--- config.mk ---
export PLATFORM = sky130hd
export DESIGN_NAME = button_conditioner
export DESIGN_NICKNAME = d
export VERILOG_FILES = /design/src/rtl/button_conditioner.sv
export SDC_FILE = /design/constraint.sdc
export NUM_CORES = 1
export LEC_CHECK = 0
export ABC_AREA = 1
export CORE_MARGIN = 2
export CORE_UTILIZATION = 62
export CTS_CLUSTER_DIAMETER = 80
export DETAILED_ROUTE_END_ITERATION = 10
export GPL_TIMING_DRIVEN = 1
export PLACE_DENSITY_LB_ADDON = 0.08
export RECOVER_POWER = 50
export SLEW_MARGIN = 5
export SYNTH_ARGS = -nofsm -noshare
export SYNTH_HDL_FRONTEND = slang
export SYNTH_SLANG_ARGS = --single-unit
--- constraint.sdc ---
create_clock -name clk -period 1.7 [get_ports clk]
set_input_delay 0.51 -clock clk [delete_from_list [all_inputs] [get_ports clk]]
set_output_delay 0.51 -clock clk [all_outputs]
set_load 0.03 [all_outputs]
--- src/rtl/button_conditioner.sv ---
// Push-button conditioner: two-flop sync, per-channel debounce FSM, level + press/release strobes.
// Define BTN_AUTOREPEAT_EN to add held-button auto-repeat press strobes.

module button_channel #(
  parameter int DEBOUNCE_CYCLES = 1000000,
  parameter int REPEAT_DELAY    = 50000000,
  parameter int REPEAT_PERIOD   = 20000000
) (
  input  logic clk,
  input  logic reset,
  input  logic s,
  output logic level,
  output logic press,
  output logic rel
);
  localparam int CW = (DEBOUNCE_CYCLES > 1) ? $clog2(DEBOUNCE_CYCLES + 1) : 1;
  localparam bit ONE = (DEBOUNCE_CYCLES == 1);
  // cnt holds the number of consecutive new-level samples seen so far
  localparam logic [CW-1:0] LAST = CW'(DEBOUNCE_CYCLES - 1);

  if (DEBOUNCE_CYCLES < 1 || REPEAT_DELAY < 1 || REPEAT_PERIOD < 1) begin : g_bad_cfg
    $error("button_channel: DEBOUNCE_CYCLES, REPEAT_DELAY and REPEAT_PERIOD must be >= 1");
  end

  typedef enum logic [1:0] {IDLE, WAIT_HI, PRESSED, WAIT_LO} state_t;
  state_t state, state_n;
  logic [CW-1:0] cnt, cnt_n;
  logic level_n, press_n, rel_n, rep_fire;

  always_ff @(posedge clk) begin
    if (reset) begin
      state <= IDLE;
      cnt   <= '0;
      level <= 1'b0;
      press <= 1'b0;
      rel   <= 1'b0;
    end else begin
      state <= state_n;
      cnt   <= cnt_n;
      level <= level_n;
      press <= press_n;
      rel   <= rel_n;
    end
  end

  always_comb begin
    state_n = state;
    cnt_n   = cnt;
    case (state)
      IDLE: if (s) begin
        if (ONE) state_n = PRESSED;
        else begin state_n = WAIT_HI; cnt_n = CW'(1); end
      end
      WAIT_HI:
        if (!s)               begin state_n = IDLE;    cnt_n = '0; end
        else if (cnt == LAST) begin state_n = PRESSED; cnt_n = '0; end
        else                  cnt_n = cnt + CW'(1);
      PRESSED: if (!s) begin
        if (ONE) state_n = IDLE;
        else begin state_n = WAIT_LO; cnt_n = CW'(1); end
      end
      WAIT_LO:
        if (s)                begin state_n = PRESSED; cnt_n = '0; end
        else if (cnt == LAST) begin state_n = IDLE;    cnt_n = '0; end
        else                  cnt_n = cnt + CW'(1);
      default: begin state_n = IDLE; cnt_n = '0; end
    endcase
  end

  // Outputs are computed from the upcoming state so the registers line up with the transition
  always_comb begin
    level_n = (state_n == PRESSED) || (state_n == WAIT_LO);
    press_n = ((state_n == PRESSED) && (state == WAIT_HI || state == IDLE)) || rep_fire;
    rel_n   = (state_n == IDLE) && (state == WAIT_LO || state == PRESSED);
  end

`ifdef BTN_AUTOREPEAT_EN
  localparam int RW = $clog2(REPEAT_DELAY + REPEAT_PERIOD + 1);
  logic [RW-1:0] rcnt, rcnt_n;

  always_ff @(posedge clk) begin
    if (reset) rcnt <= '0;
    else       rcnt <= rcnt_n;
  end

  // Counts only while PRESSED is held; a WAIT_LO excursion freezes it
  always_comb begin
    rcnt_n   = rcnt;
    rep_fire = 1'b0;
    if (state == PRESSED && state_n == PRESSED) begin
      if (rcnt == RW'(REPEAT_DELAY + REPEAT_PERIOD - 1)) begin
        rcnt_n   = RW'(REPEAT_DELAY);
        rep_fire = 1'b1;
      end else begin
        rcnt_n   = rcnt + RW'(1);
        rep_fire = (rcnt == RW'(REPEAT_DELAY - 1));
      end
    end else if (state_n == PRESSED && state != PRESSED && state != WAIT_LO) begin
      rcnt_n = '0;
    end
  end
`else
  assign rep_fire = 1'b0;
`endif
endmodule

module button_conditioner #(
  parameter int N_BTN           = 4,
  parameter int DEBOUNCE_CYCLES = 1000000,
  parameter int REPEAT_DELAY    = 50000000,
  parameter int REPEAT_PERIOD   = 20000000
) (
  input  logic             clk,
  input  logic             reset,
  input  logic [N_BTN-1:0] btn_raw,
  output logic [N_BTN-1:0] btn_level,
  output logic [N_BTN-1:0] btn_press,
  output logic [N_BTN-1:0] btn_release
);
  logic [N_BTN-1:0] s1, s2;

  always_ff @(posedge clk) begin
    if (reset) begin
      s1 <= '0;
      s2 <= '0;
    end else begin
      s1 <= btn_raw;
      s2 <= s1;
    end
  end

  for (genvar i = 0; i < N_BTN; i++) begin : g_ch
    button_channel #(
      .DEBOUNCE_CYCLES(DEBOUNCE_CYCLES),
      .REPEAT_DELAY   (REPEAT_DELAY),
      .REPEAT_PERIOD  (REPEAT_PERIOD)
    ) u_ch (
      .clk  (clk),
      .reset(reset),
      .s    (s2[i]),
      .level(btn_level[i]),
      .press(btn_press[i]),
      .rel  (btn_release[i])
    );
  end
endmodule

==> results by stage <==
Worst setup path:
- The worst register-to-register path begins at g_ch[1].u_ch.cnt[1].
- The startpoint type of the worst setup path is a register.
- The timing endpoint of the critical path is btn_release[0].
- In this run the number of cells on the critical path is 1.
- Among all stages on the critical path, the largest delay is contributed by dlygate4sd2_1.
- In this run the critical register-to-register path is captured at g_ch[1].u_ch.cnt[6].
- Of all nets on the critical path, the largest fanout is 1.
- The depth of the most critical reg-to-reg path is 9.
- The count of buffering cells on the critical path with inverters included is 1.
- The endpoint required time on the critical path is around 1200 ps.
- The minimum setup slack among reg-to-reg paths is roughly 150 ps.
- The signal arrival time at the worst endpoint is 1130 ps.
- Among cell families on the critical path, the largest total delay comes from buffers and inverters.
- The type of element capturing the critical path is an output pin.
- The largest single stage delay on the critical path is ~400 ps.
- The launch point of the worst path is g_ch[0].u_ch.rel.
- Traced cell by cell, the critical path runs through dlygate4sd2_1.
- The path type of the worst setup path is register to output pin.

GRT:
- The initial antenna violation count is 0.
- Entering global routing, the biggest net connects 23 pins.
- The overflow left after global routing is 0.
- The wire length of the first global-routing pass is 22.5 mm.
- The number of global-route vias before repair was ~5400.
- Global routing used a little over a quarter of the available tracks across all layers.

Place:
- The setup slack at placement is -14.5 ps.
- The number of port buffers is 17.
- The weighted congestion at the end of routability-driven global placement is slightly above 0.9.
- Summed over all nets, the half-perimeter wirelength after detailed placement is ~9.8 mm.

Yosys:
- Synthesis handed over a netlist of approximately 900 instances.
- The fraction of the mapped netlist area in adder cells is less than 1%.
- The largest family of logic cells by synthesized area is simple AND/OR/NAND/NOR gates.
- Summing every instance area after synthesis gives between 5000 and 6000 sq um.
- Synthesis inferred approximately 110 register bits.
- Yosys printed 0 warnings.
- The synthesized netlist devotes a little over two fifths of its cell area to simple gates.
- For this run, the register share of the synthesized area comes to between 30% and 40%.
- The synthesized design contains 0 enable-type register cells.
- A synthesized cell averages approximately 6.4 sq um.
- In this run, distinct cell masters in the synthesized netlist total 33.
- The most used flip-flop cell after synthesis is dfxtp_1.
- In the synthesized netlist, mux cells make up 0% of the area.
- The async set-or-reset flop fraction in the synthesized netlist is 0%.
- The share of the synthesized netlist area taken by xor and xnor gates is approximately 3.8%.
- The compound-cell area share of the yosys netlist is 4.45%.
- The synthesized netlist net count is just over 900.

Timing:
- Static timing analysis puts the maximum clock frequency at about 0.61 GHz.
- The slew at the pin closest to its max-slew limit is slightly below 500 ps.
- The final worst-path cycle share is a little over nine tenths.
- After layout, the minimum clock period comes to 1640 ps.
- Setup slack closes at slightly below 60 ps.
- The hold violation count in the final report was 0.
- The worst relative slew slack is around 68%.
- The final worst hold slack is about 410 ps.
- Setup repair after global routing could not meet its margin everywhere.
- Setup violations remaining at the end of the flow were counted as 0.
- The clock arrives with 8.77 ps of skew.
- The max-slew violation count is 0.

CTS:
- The clock reaches the later pin of the worst-skew pair after around 370 ps.
- The clock transition time at the flip-flop clock pins of the worst setup and hold paths is 110 ps.
- The number of CTS-inserted buffers is 9.
- The H-tree was split into 3 levels.
- TritonCTS built the clock tree.
- The buffer levels on the longest clock path is 2.
- The cell sitting at the root of the clock tree is a clkbuf_8.
- The clock net in this run drives a total of 108 sinks.

Power:
- Internal power comes to 3.18 mW.
- The clock network power share is a little over a third.
- The net switching power of the design is ~1.1 mW.
- Of the total power, registers draw approximately three fifths.
- The switching part of the total power is roughly a quarter.
- Dividing total power by cell area gives a power density of 666 nW/um^2.
- The combinational group share of total power is approximately 4.8%.
- Across the VDD grid, the largest voltage drop is between 0.5 and 0.6 mV.
- The design draws around 4.3 mW.
- The static power due to leakage is ~2.7 nW.

Worst hold path:
- The worst hold path belongs to the class register to register.

Route:
- The first routing iteration left around 250 violations.
- The post-route antenna net violation count is 0.
- For this block, the via count after detailed routing is around 5600.
- The wire length after detailed routing is ~13 mm.
- The number of optimization iterations in the first detailed-route pass is 5.
- For this run, design rule violations remaining after detail routing come to 0.
- Using the TritonRoute via totals, the vias-per-cell ratio works out to about 5.3.
- In the final routed layout, each cell accounts on average for ~12 um.

Floorplan:
- The floorplan die width is roughly 100 um.
- The floorplan step defined a die boundary enclosing 10200 sq um.
- Once the floorplan was initialized, standard cells occupied between 60% and 70% of the core.
- The floorplan has 35 rows.
- The die outline height is ~100 um.
- The area inside the core boundary is ~9000 sq um.
- The number of primary I/O pins is 18.

Run:
- The number of max-capacitance violations reported is 0.

Layout:
- At the end of the flow, the number of nets in the layout was approximately 950.
- After filler insertion, the fill cell instance count of the layout stands at between 800 and 900.
- The antenna diode count is 0.
- The area growth from synthesis to layout is 9.98%.
- The fraction of layout instances using a drive strength above 1 is approximately 8.6%.

Outcome:
- The run finished with clean final reports.
-- cell usage after synthesis, types with 2 or more instances --
| cell | n | share of area, % |
|---|---|---|
| a21oi_1 | 21 | 1.8 |
| buf_2 | 5 | 0.43 |
| buf_4 | 15 | 1.9 |
| clkbuf_1 | 5 | 0.32 |
| dfxtp_1 | 108 | 37 |
| ha_1 | 4 | 0.86 |
| inv_1 | 133 | 8.6 |
| nand2_1 | 254 | 16 |
| nand2_2 | 2 | 0.21 |
| nand2_4 | 2 | 0.39 |
| nand3_1 | 73 | 6.3 |
| nand3_2 | 4 | 0.69 |
| nand3b_1 | 4 | 0.52 |
| nand4_1 | 31 | 3.3 |
| nor2_1 | 155 | 10 |
| nor2_2 | 8 | 0.86 |
| nor2_4 | 4 | 0.77 |
| nor3_1 | 25 | 2.2 |
| o21ai_0 | 22 | 1.9 |
| or2_2 | 2 | 0.21 |
| xnor2_1 | 3 | 0.45 |
| xor2_1 | 22 | 3.3 |
-- layer usage --
metal  wire, um  up-vias  GRT usage (%)
met2       6500      145           49.2
li1           -     2894              -
met4        219        0           8.43
met1       5650     2547           31.2
met3        576       25           5.48
met5          0        -              0
-- flip-flops by register name, summed over array words and instances, names as in the netlist --
signal,count
s1,4
s2,4
g_ch.u_ch.rel,4
g_ch.u_ch.cnt,80
g_ch.u_ch.level,4
g_ch.u_ch.state,8
g_ch.u_ch.press,4
-- power by group through the flow --
| stage | clock network (mW) | logic (mW) | registers (mW) |
|---|---|---|---|
| global route | 1.66 | 0.224 | 2.56 |
| finish | 1.50 | 0.203 | 2.56 |
| detailed placement | 0 | 0.199 | 2.62 |
| global placement | 0 | 0.194 | 2.61 |
| floorplan | 0 | 0.128 | 2.61 |
| CTS | 1.54 | 0.200 | 2.56 |
-- placed cells by master, fill, tap and decap left out, types with 4 or more instances in the layout --
| cell | count |
|---|---|
| nor2_1 | 149 |
| o21ai_0 | 22 |
| nand3_2 | 4 |
| dlygate4sd2_1 | 12 |
| xor2_1 | 22 |
| ha_1 | 4 |
| buf_4 | 28 |
| nand4_1 | 31 |
| clkbuf_8 | 9 |
| nand3_1 | 73 |
| a21oi_1 | 21 |
| nand2_1 | 253 |
| nor2_4 | 6 |
| dfxtp_1 | 105 |
| inv_1 | 133 |
| nor3_1 | 24 |
| nand3b_1 | 4 |
| clkdlybuf4s50_1 | 4 |
| clkinv_4 | 4 |
| nor2_2 | 12 |
-- how the worst min path moves through the flow --
stage	startpoint	endpoint	cells past startpoint
after CTS	s1[0]	s2[0]	2
after global placement	s1[0]	s2[0]	2
after global routing	s1[0]	s2[0]	2
after floorplan	s1[0]	s2[0]	2
final	s1[0]	s2[0]	2
after detailed placement	s1[1]	s2[1]	2
-- per-stage QoR --
step | cells | TNS, ps | util, % | area, sq um
CTS | 1059 | 0 | 69.4 | 6350
detailed placement | 1043 | -21.1 | 67.5 | 6180
global placement | 1043 | 0 | 67.5 | 6180
global route | 1060 | -18.4 | 69.9 | 6400
floorplan | 913 | 0 | - | 5820
finish | 1060 | 0 | 69.9 | 6400
-- area by class of cell --
type	count	area, sq um	share of cell area (%)
Timing Repair Buffer	48	397	6.20
Inverter	134	503	7.86
Clock inverter	7	60.1	0.938
Tap cell	111	139	2.17
Multi-Input combinational cell	643	3010	47.1
Clock buffer	9	124	1.94
Sequential cell	108	2170	33.8
-- cells by family after synthesis --
| kind of cell | count (synthesis) |
|---|---|
| AND/OR/NAND/NOR | 565 |
| XOR/XNOR | 25 |
| adder cells (fa/ha/maj) | 4 |
| flip-flops | 108 |
| buffers and inverters | 162 |
| AO/OA/AOI/OAI | 49 |
-- worst reg2reg max path: stages, from the launching register on --
cell and delay (ps):
dfxtp_1 380, ha_1 180, nand2_1 100, nor2_4 110, nand3_1 80, nand3b_1 200
nand2_1 100, nand2_2 110, nand2_8 150, nor2_1 60
-- what timing repair did --
item                                    CTS  global route
setup buffers                             0             1
resized for setup                        13            16
hold buffers                              0             0
endpoints found under the setup margin   18            34
pin swaps                                 0             1
No activity file was read; power rests on OpenSTA's default activity.
==> variant 1, RTL diff (config.mk and constraints unchanged) <==
Register the output `btn_level`, without a reset; this adds one clock of latency there. The other outputs are not delayed to match.
--- a/src/rtl/button_conditioner.sv
+++ b/src/rtl/button_conditioner.sv
@@ -118,4 +118,6 @@
   output logic [N_BTN-1:0] btn_release
 );
+
+  logic [N_BTN-1:0] btn_level_d;
   logic [N_BTN-1:0] s1, s2;
 
@@ -139,9 +141,13 @@
       .reset(reset),
       .s    (s2[i]),
-      .level(btn_level[i]),
+      .level(btn_level_d[i]),
       .press(btn_press[i]),
       .rel  (btn_release[i])
     );
   end
+  always_ff @(posedge clk) begin
+    btn_level <= btn_level_d;
+  end
+
 endmodule
 
Behaviour: no difference found for any inputs over 10 cycles, from zero or initial values and one cycle with reset high; that may be too few to reach the edited logic, so the function may still have changed.
==> variant 1 against the unedited design <==
Via count shrank 4.4%. Design area is 1.2% lower. Total power rose by 2.9%. Clock power increased by 3%. Clock skew increased by 0.0032 ns. Sequential cell count increased by 4. Setup slack got worse by 0.014 ns. Wire length shrank 6.3%. Synthesized area fell by 0.28%. Critical endpoint is now btn_release[2].
==> variant 1: results (changes against the unedited design) <==
\begin{tabular}{lr}
\hline
Metric & Value \\
\hline
\multicolumn{2}{l}{\textbf{Yosys}} \\
Synthesized area per cell & 6.61 um\^{}2 (+3.7\%) \\
Seq/Total Area, Yosys & 38.6\% (+1.5 points) \\
Area fraction in compound gates after synthesis & 6.92\% (+2.5 points) \\
Share of the synthesized netlist area taken by xor and xnor gates & 3.92\% (+0.16 points) \\
Most frequent cells after synthesis & sky130\_fd\_sc\_hd\_\_nand2\_1, sky130\_fd\_sc\_hd\_\_nor2\_1, sky130\_fd\_sc\_hd\_\_inv\_1 \\
Leading post-synthesis cells by cell area & sky130\_fd\_sc\_hd\_\_dfxtp\_1, sky130\_fd\_sc\_hd\_\_nand2\_1, sky130\_fd\_sc\_hd\_\_nor2\_1 \\
Net count after synthesis & 888 (-3.8\%) \\
\multicolumn{2}{l}{\textbf{Placed design}} \\
Post-Place Cell Area & 0.00609 mm\^{}2 (-1.4\%) \\
Post-Place Cells & 998 (-4.3\%) \\
Detailed placement HPWL & 9.03 mm (-8.1\%) \\
Worst slack after detailed placement & 0.0103 ns (+0.0248 ns) \\
Final estimated routing congestion in global placement & 0.993 (+8.7\%) \\
\multicolumn{2}{l}{\textbf{Critical path}} \\
Kind of cell adding the most delay to the critical path & buffers and inverters \\
\multicolumn{2}{l}{\textbf{Layout}} \\
Filler Cells Inserted & 777 (-7.1\%) \\
Fraction of layout instances using a drive strength above 1 & 7.96\% (-0.68 points) \\
NumNets Final & 912 (-4.4\%) \\
\multicolumn{2}{l}{\textbf{Global route}} \\
Via count of the first global-routing pass & 4923 (-9.6\%) \\
Met3 track utilization from global routing & 5.83\% (+0.35 points) \\
Wire length of the first global-routing pass & 21.5 mm (-4.6\%) \\
Global-route met1 utilization & 36.2\% (+5.0 points) \\
Total routing resource utilization after global routing & 25.9\% (-0.96 points) \\
\multicolumn{2}{l}{\textbf{Routing}} \\
Average wire length per cell after detail routing & 11.9 um (-2.2\%) \\
Met1 WL & 5.96 mm (+5.5\%) \\
Vias after detailed routing & 5363 (-4.4\%) \\
Routed wire length & 12.1 mm (-6.3\%) \\
Metal2 WL & 5.33 mm (-18\%) \\
Amount of wire on met3 after detailed routing & 732 um (+27\%) \\
Iter 0 DRT Violations & 214 (-16\%) \\
\multicolumn{2}{l}{\textbf{Run status}} \\
Outcome & finished, final reports clean \\
\multicolumn{2}{l}{\textbf{Timing}} \\
Clock Skews & 0.0120 ns (+0.00321 ns) \\
Transition time at the pin with the least slew margin & 0.427 ns (-0.0557 ns) \\
\multicolumn{2}{l}{\textbf{Pwr}} \\
Maximum VDD drop & 0.647 mV (+19\%) \\
Lkg Pwr & 2.49 nW (-8.4\%) \\
\multicolumn{2}{l}{\textbf{Clocking}} \\
Clock transition at path regs & 0.09 ns (-0.02 ns) \\
\hline
\end{tabular}
## variant 1: worst paths after layout
kind	from	end	slack, ns
min reg2reg	g_ch[3].u_ch.level	btn_level[3]	0.34
max reg2reg	g_ch[3].u_ch.cnt[0]	g_ch[3].u_ch.cnt[4]	0.13
max	g_ch[2].u_ch.rel	btn_release[2]	0.05
min	g_ch[3].u_ch.level	btn_level[3]	0.34
## variant 1: per-stage QoR
stage | TNS, ns | total power, W
2_1_floorplan | 0 | 0.00283
3_3_place_gp | 0 | 0.00289
3_5_place_dp | 0 | 0.00289
4_1_cts | 0 | 0.00444
5_1_grt | -0.00621 | 0.00456
6_report | 0 | 0.00438
## variant 1: cells by family (layout without fill, tap and decap cells)
| logic type | after synthesis | count (layout) |
|---|---|---|
| AND/OR/NAND/NOR | 522 | 522 |
| adder cells (fa/ha/maj) | 4 | 4 |
| flip-flops | 112 | 112 |
| AO/OA/AOI/OAI | 74 | 74 |
| buffers and inverters | 140 | 167 |
| XOR/XNOR | 26 | 26 |
## variant 1: repair_timing
item	CTS	global route
hold endpoints to repair	0	0
gates resized for setup	12	17
pin swaps	0	3
cloned	0	0
endpoints found under the setup margin	12	54
hold buffers	0	0
buffers inserted	0	4
## variant 1: layout make-up
type / count / area [um^2] / share of cell area, %
clock buffer: 11 / 141 / 2.23
clock inverter: 3 / 43.8 / 0.692
inverter: 119 / 447 / 7.06
multi-input combinational: 626 / 3010 / 47.6
sequential: 112 / 2250 / 35.5
tap: 111 / 139 / 2.20
timing repair buffer: 34 / 295 / 4.67
## variant 1: power groups by stage
stage	registers [W]	clock network (W)	logic (W)
after global routing	0.00265	0.00171	0.000204
after floorplan	0.00271	0	0.000120
after global placement	0.00271	0	0.000179
after CTS	0.00265	0.00161	0.000184
final	0.00265	0.00155	0.000183
after detailed placement	0.00271	0	0.000183
==> variant 2, RTL diff (same flow settings) <==
Without the edit above. `N_BTN`: 4 -> 5.
--- a/src/rtl/button_conditioner.sv
+++ b/src/rtl/button_conditioner.sv
@@ -106,5 +106,5 @@
 
 module button_conditioner #(
-  parameter int N_BTN           = 4,
+  parameter int N_BTN           = 5,
   parameter int DEBOUNCE_CYCLES = 1000000,
   parameter int REPEAT_DELAY    = 50000000,
Ports: changed (resized btn_level, btn_press, btn_raw and btn_release); port bits go from 18 to 22. The function was not compared with the original's and may differ.
==> variant 2 against the unedited design <==
Setup slack gained 0.0098 ns. Fmax grew 0.60%. Final cell count rose by 18%. Critical path depth unchanged. Die area rose by 22%. Register-to-register slack got worse by 0.05 ns. Sequential cell count is 27 higher. Synthesized area increased by 23%. Total power grew 76%. Design area grew 27%. Count of clock-buffer cells in the layout is 11 higher. Combinational power grew 16%. Wire length grew 16%.
==> variant 2: results (changes against the unedited design) <==
\begin{tabular}{lr}
\hline
Metric & Value \\
\hline
\multicolumn{2}{l}{\textbf{Placed design}} \\
Detailed placement HPWL & 10.1 mm (+2.7\%) \\
Final estimated routing congestion in global placement & 0.860 (-5.9\%) \\
Buffers on Ports & 21 (+4) \\
Post-Place Cells & 1220 (+17\%) \\
\multicolumn{2}{l}{\textbf{Yosys}} \\
Most frequent cells after synthesis & sky130\_fd\_sc\_hd\_\_nand2\_1, sky130\_fd\_sc\_hd\_\_nor2\_1, sky130\_fd\_sc\_hd\_\_inv\_1 \\
Leading post-synthesis cells by cell area & sky130\_fd\_sc\_hd\_\_dfxtp\_1, sky130\_fd\_sc\_hd\_\_nand2\_1, sky130\_fd\_sc\_hd\_\_nor2\_1 \\
Synthesized instance count & 1079 (+18\%) \\
Number of different library cells in the post-synthesis netlist & 40 (+21\%) \\
Seq/Total Area, Yosys & 37.9\% (+0.73 points) \\
\multicolumn{2}{l}{\textbf{Critical path}} \\
Max Fanout on Critical Path & 1 (unchanged) \\
RR Startpoint & g\_ch[3].u\_ch.cnt[0] \\
Worst reg2reg endpoint & g\_ch[3].u\_ch.cnt[5] \\
Worst reg2reg setup slack & 0.10 ns (-0.05 ns) \\
Crit path largest cell delay & 0.39 ns \\
Worst R2R Path Depth & 10 (+1) \\
\multicolumn{2}{l}{\textbf{Routing}} \\
Via-per-instance ratio & 5.13 (-3.1\%) \\
Average wire length per cell after detail routing & 12.0 um (-2.1\%) \\
Routed wire length & 15.0 mm (+16\%) \\
Iter 0 DRT Violations & 420 (+65\%) \\
\multicolumn{2}{l}{\textbf{Timing}} \\
Hold slack final & 0.402 ns (-0.0101 ns) \\
Transition time at the pin with the least slew margin & 0.443 ns (-0.0395 ns) \\
Clock Skews & 0.00497 ns (-0.00380 ns) \\
\multicolumn{2}{l}{\textbf{Layout}} \\
Filler Cells Inserted & 977 (+17\%) \\
Antenna diode count & 0 (unchanged) \\
Leading registers by flop count & g\_ch.u\_ch.cnt (100), g\_ch.u\_ch.state (10) \\
Fraction of layout instances using a drive strength above 1 & 10.9\% (+2.3 points) \\
\multicolumn{2}{l}{\textbf{Clocking}} \\
H-tree level count & 4 (+1) \\
Clock transition at path regs & 0.05 ns (-0.06 ns) \\
Setup Buffers After CTS & 0 (unchanged) \\
Cts bufs inserted & 17 (+8) \\
Worst-skew pair later-pin latency & 0.42 ns (+0.05 ns) \\
CTS Root Buffer Type & sky130\_fd\_sc\_hd\_\_clkbuf\_16 \\
\multicolumn{2}{l}{\textbf{Global route}} \\
Wire length of the first global-routing pass & 25.8 mm (+15\%) \\
Total routing resource utilization after global routing & 25.1\% (-1.8 points) \\
Pin count of the biggest net entering global routing & 33 (+43\%) \\
Via count of the first global-routing pass & 5985 (+9.9\%) \\
\multicolumn{2}{l}{\textbf{Pwr}} \\
Maximum VDD drop & 0.973 mV (+78\%) \\
Lkg Pwr & 3.39 nW (+25\%) \\
\multicolumn{2}{l}{\textbf{Hold path}} \\
Hold endpoint & s2[0] \\
\multicolumn{2}{l}{\textbf{Run status}} \\
Outcome & finished, final reports clean \\
\hline
\end{tabular}
## variant 2: changes by cell type after synthesis, sizes merged, moves of 5 or more
cell,delta
nand2,+52
dfxtp,+27
inv,+22
a21oi,+19
nor2,+15
o21ai,+10
buf,+8
nor3,+7
o21bai,+5
## variant 2: cells by family (layout without fill, tap and decap cells)
family                     count (synthesis)  count (layout)  synth area share (%)
adders and majority gates                  5               5                 0.877
and+or+nand+nor                          639             641                  39.8
AOI/OAI and AO/OA                         87              87                  6.93
buffers and inverters                    190             220                  11.6
xor gates and xnor gates                  23              23                  2.93
DFF                                      135             135                  37.9
## variant 2: stage by stage
step	power, W	util (%)	setup slack, ns	TNS [ns]	instance area [um^2]
floorplan	0.00343	-	0.251	0	7130
global placement	0.00349	65.2	0.115	0	7380
detailed placement	0.00349	65.2	0.0726	0	7380
CTS	0.00752	70.8	0.0302	0	8020
global route	0.00772	71.9	-0.0173	-0.167	8150
finish	0.00748	71.9	0.0684	0	8150
## variant 2: area by class of cell
class	instances	area share (%)
Clock buffer	20	5.61
Clock inverter	12	2.44
Inverter	157	7.24
Multi-Input combinational cell	756	45.8
Sequential cell	135	33.3
Tap cell	143	2.20
Timing Repair Buffer	31	3.50
## variant 2: how the worst max path moves through the flow
| stage | from | endpoint | cells past startpoint |
|---|---|---|---|
| 2_1_floorplan | g_ch[3].u_ch.cnt[0] | g_ch[3].u_ch.cnt[11] | 11 |
| 3_3_place_gp | g_ch[3].u_ch.cnt[0] | g_ch[3].u_ch.cnt[11] | 10 |
| 3_5_place_dp | g_ch[3].u_ch.cnt[0] | g_ch[3].u_ch.cnt[14] | 10 |
| 4_1_cts | g_ch[3].u_ch.cnt[0] | g_ch[3].u_ch.cnt[14] | 10 |
| 5_1_grt | g_ch[3].u_ch.cnt[0] | g_ch[3].u_ch.cnt[6] | 10 |
| 6_report | g_ch[2].u_ch.level | btn_level[2] | 1 |
## variant 2: metal layers
layer / vias to the layer above / routed length [um] / GRT usage, %
met4: 0 / 327 / 10.6
met2: 110 / 7010 / 40.9
met3: 28 / 552 / 5.90
li1: 3418 / - / -
met5: - / 0 / 0
met1: 2873 / 7110 / 31.9
## variant 2: power breakdown
group,switching (W),leakage [nW],internal [W],total [W]
clock,0.00137,0.320,0.00268,0.00405
combinational,0.000165,1.98,0.0000708,0.000236
sequential,0.0000165,1.09,0.00319,0.00320
## variant 2: repair_timing
action                     CTS  global route
hold buffers                 0             0
cloned                       0             2
gates resized for setup     15            29
pin swaps                    0             7
setup endpoints to repair   15            56
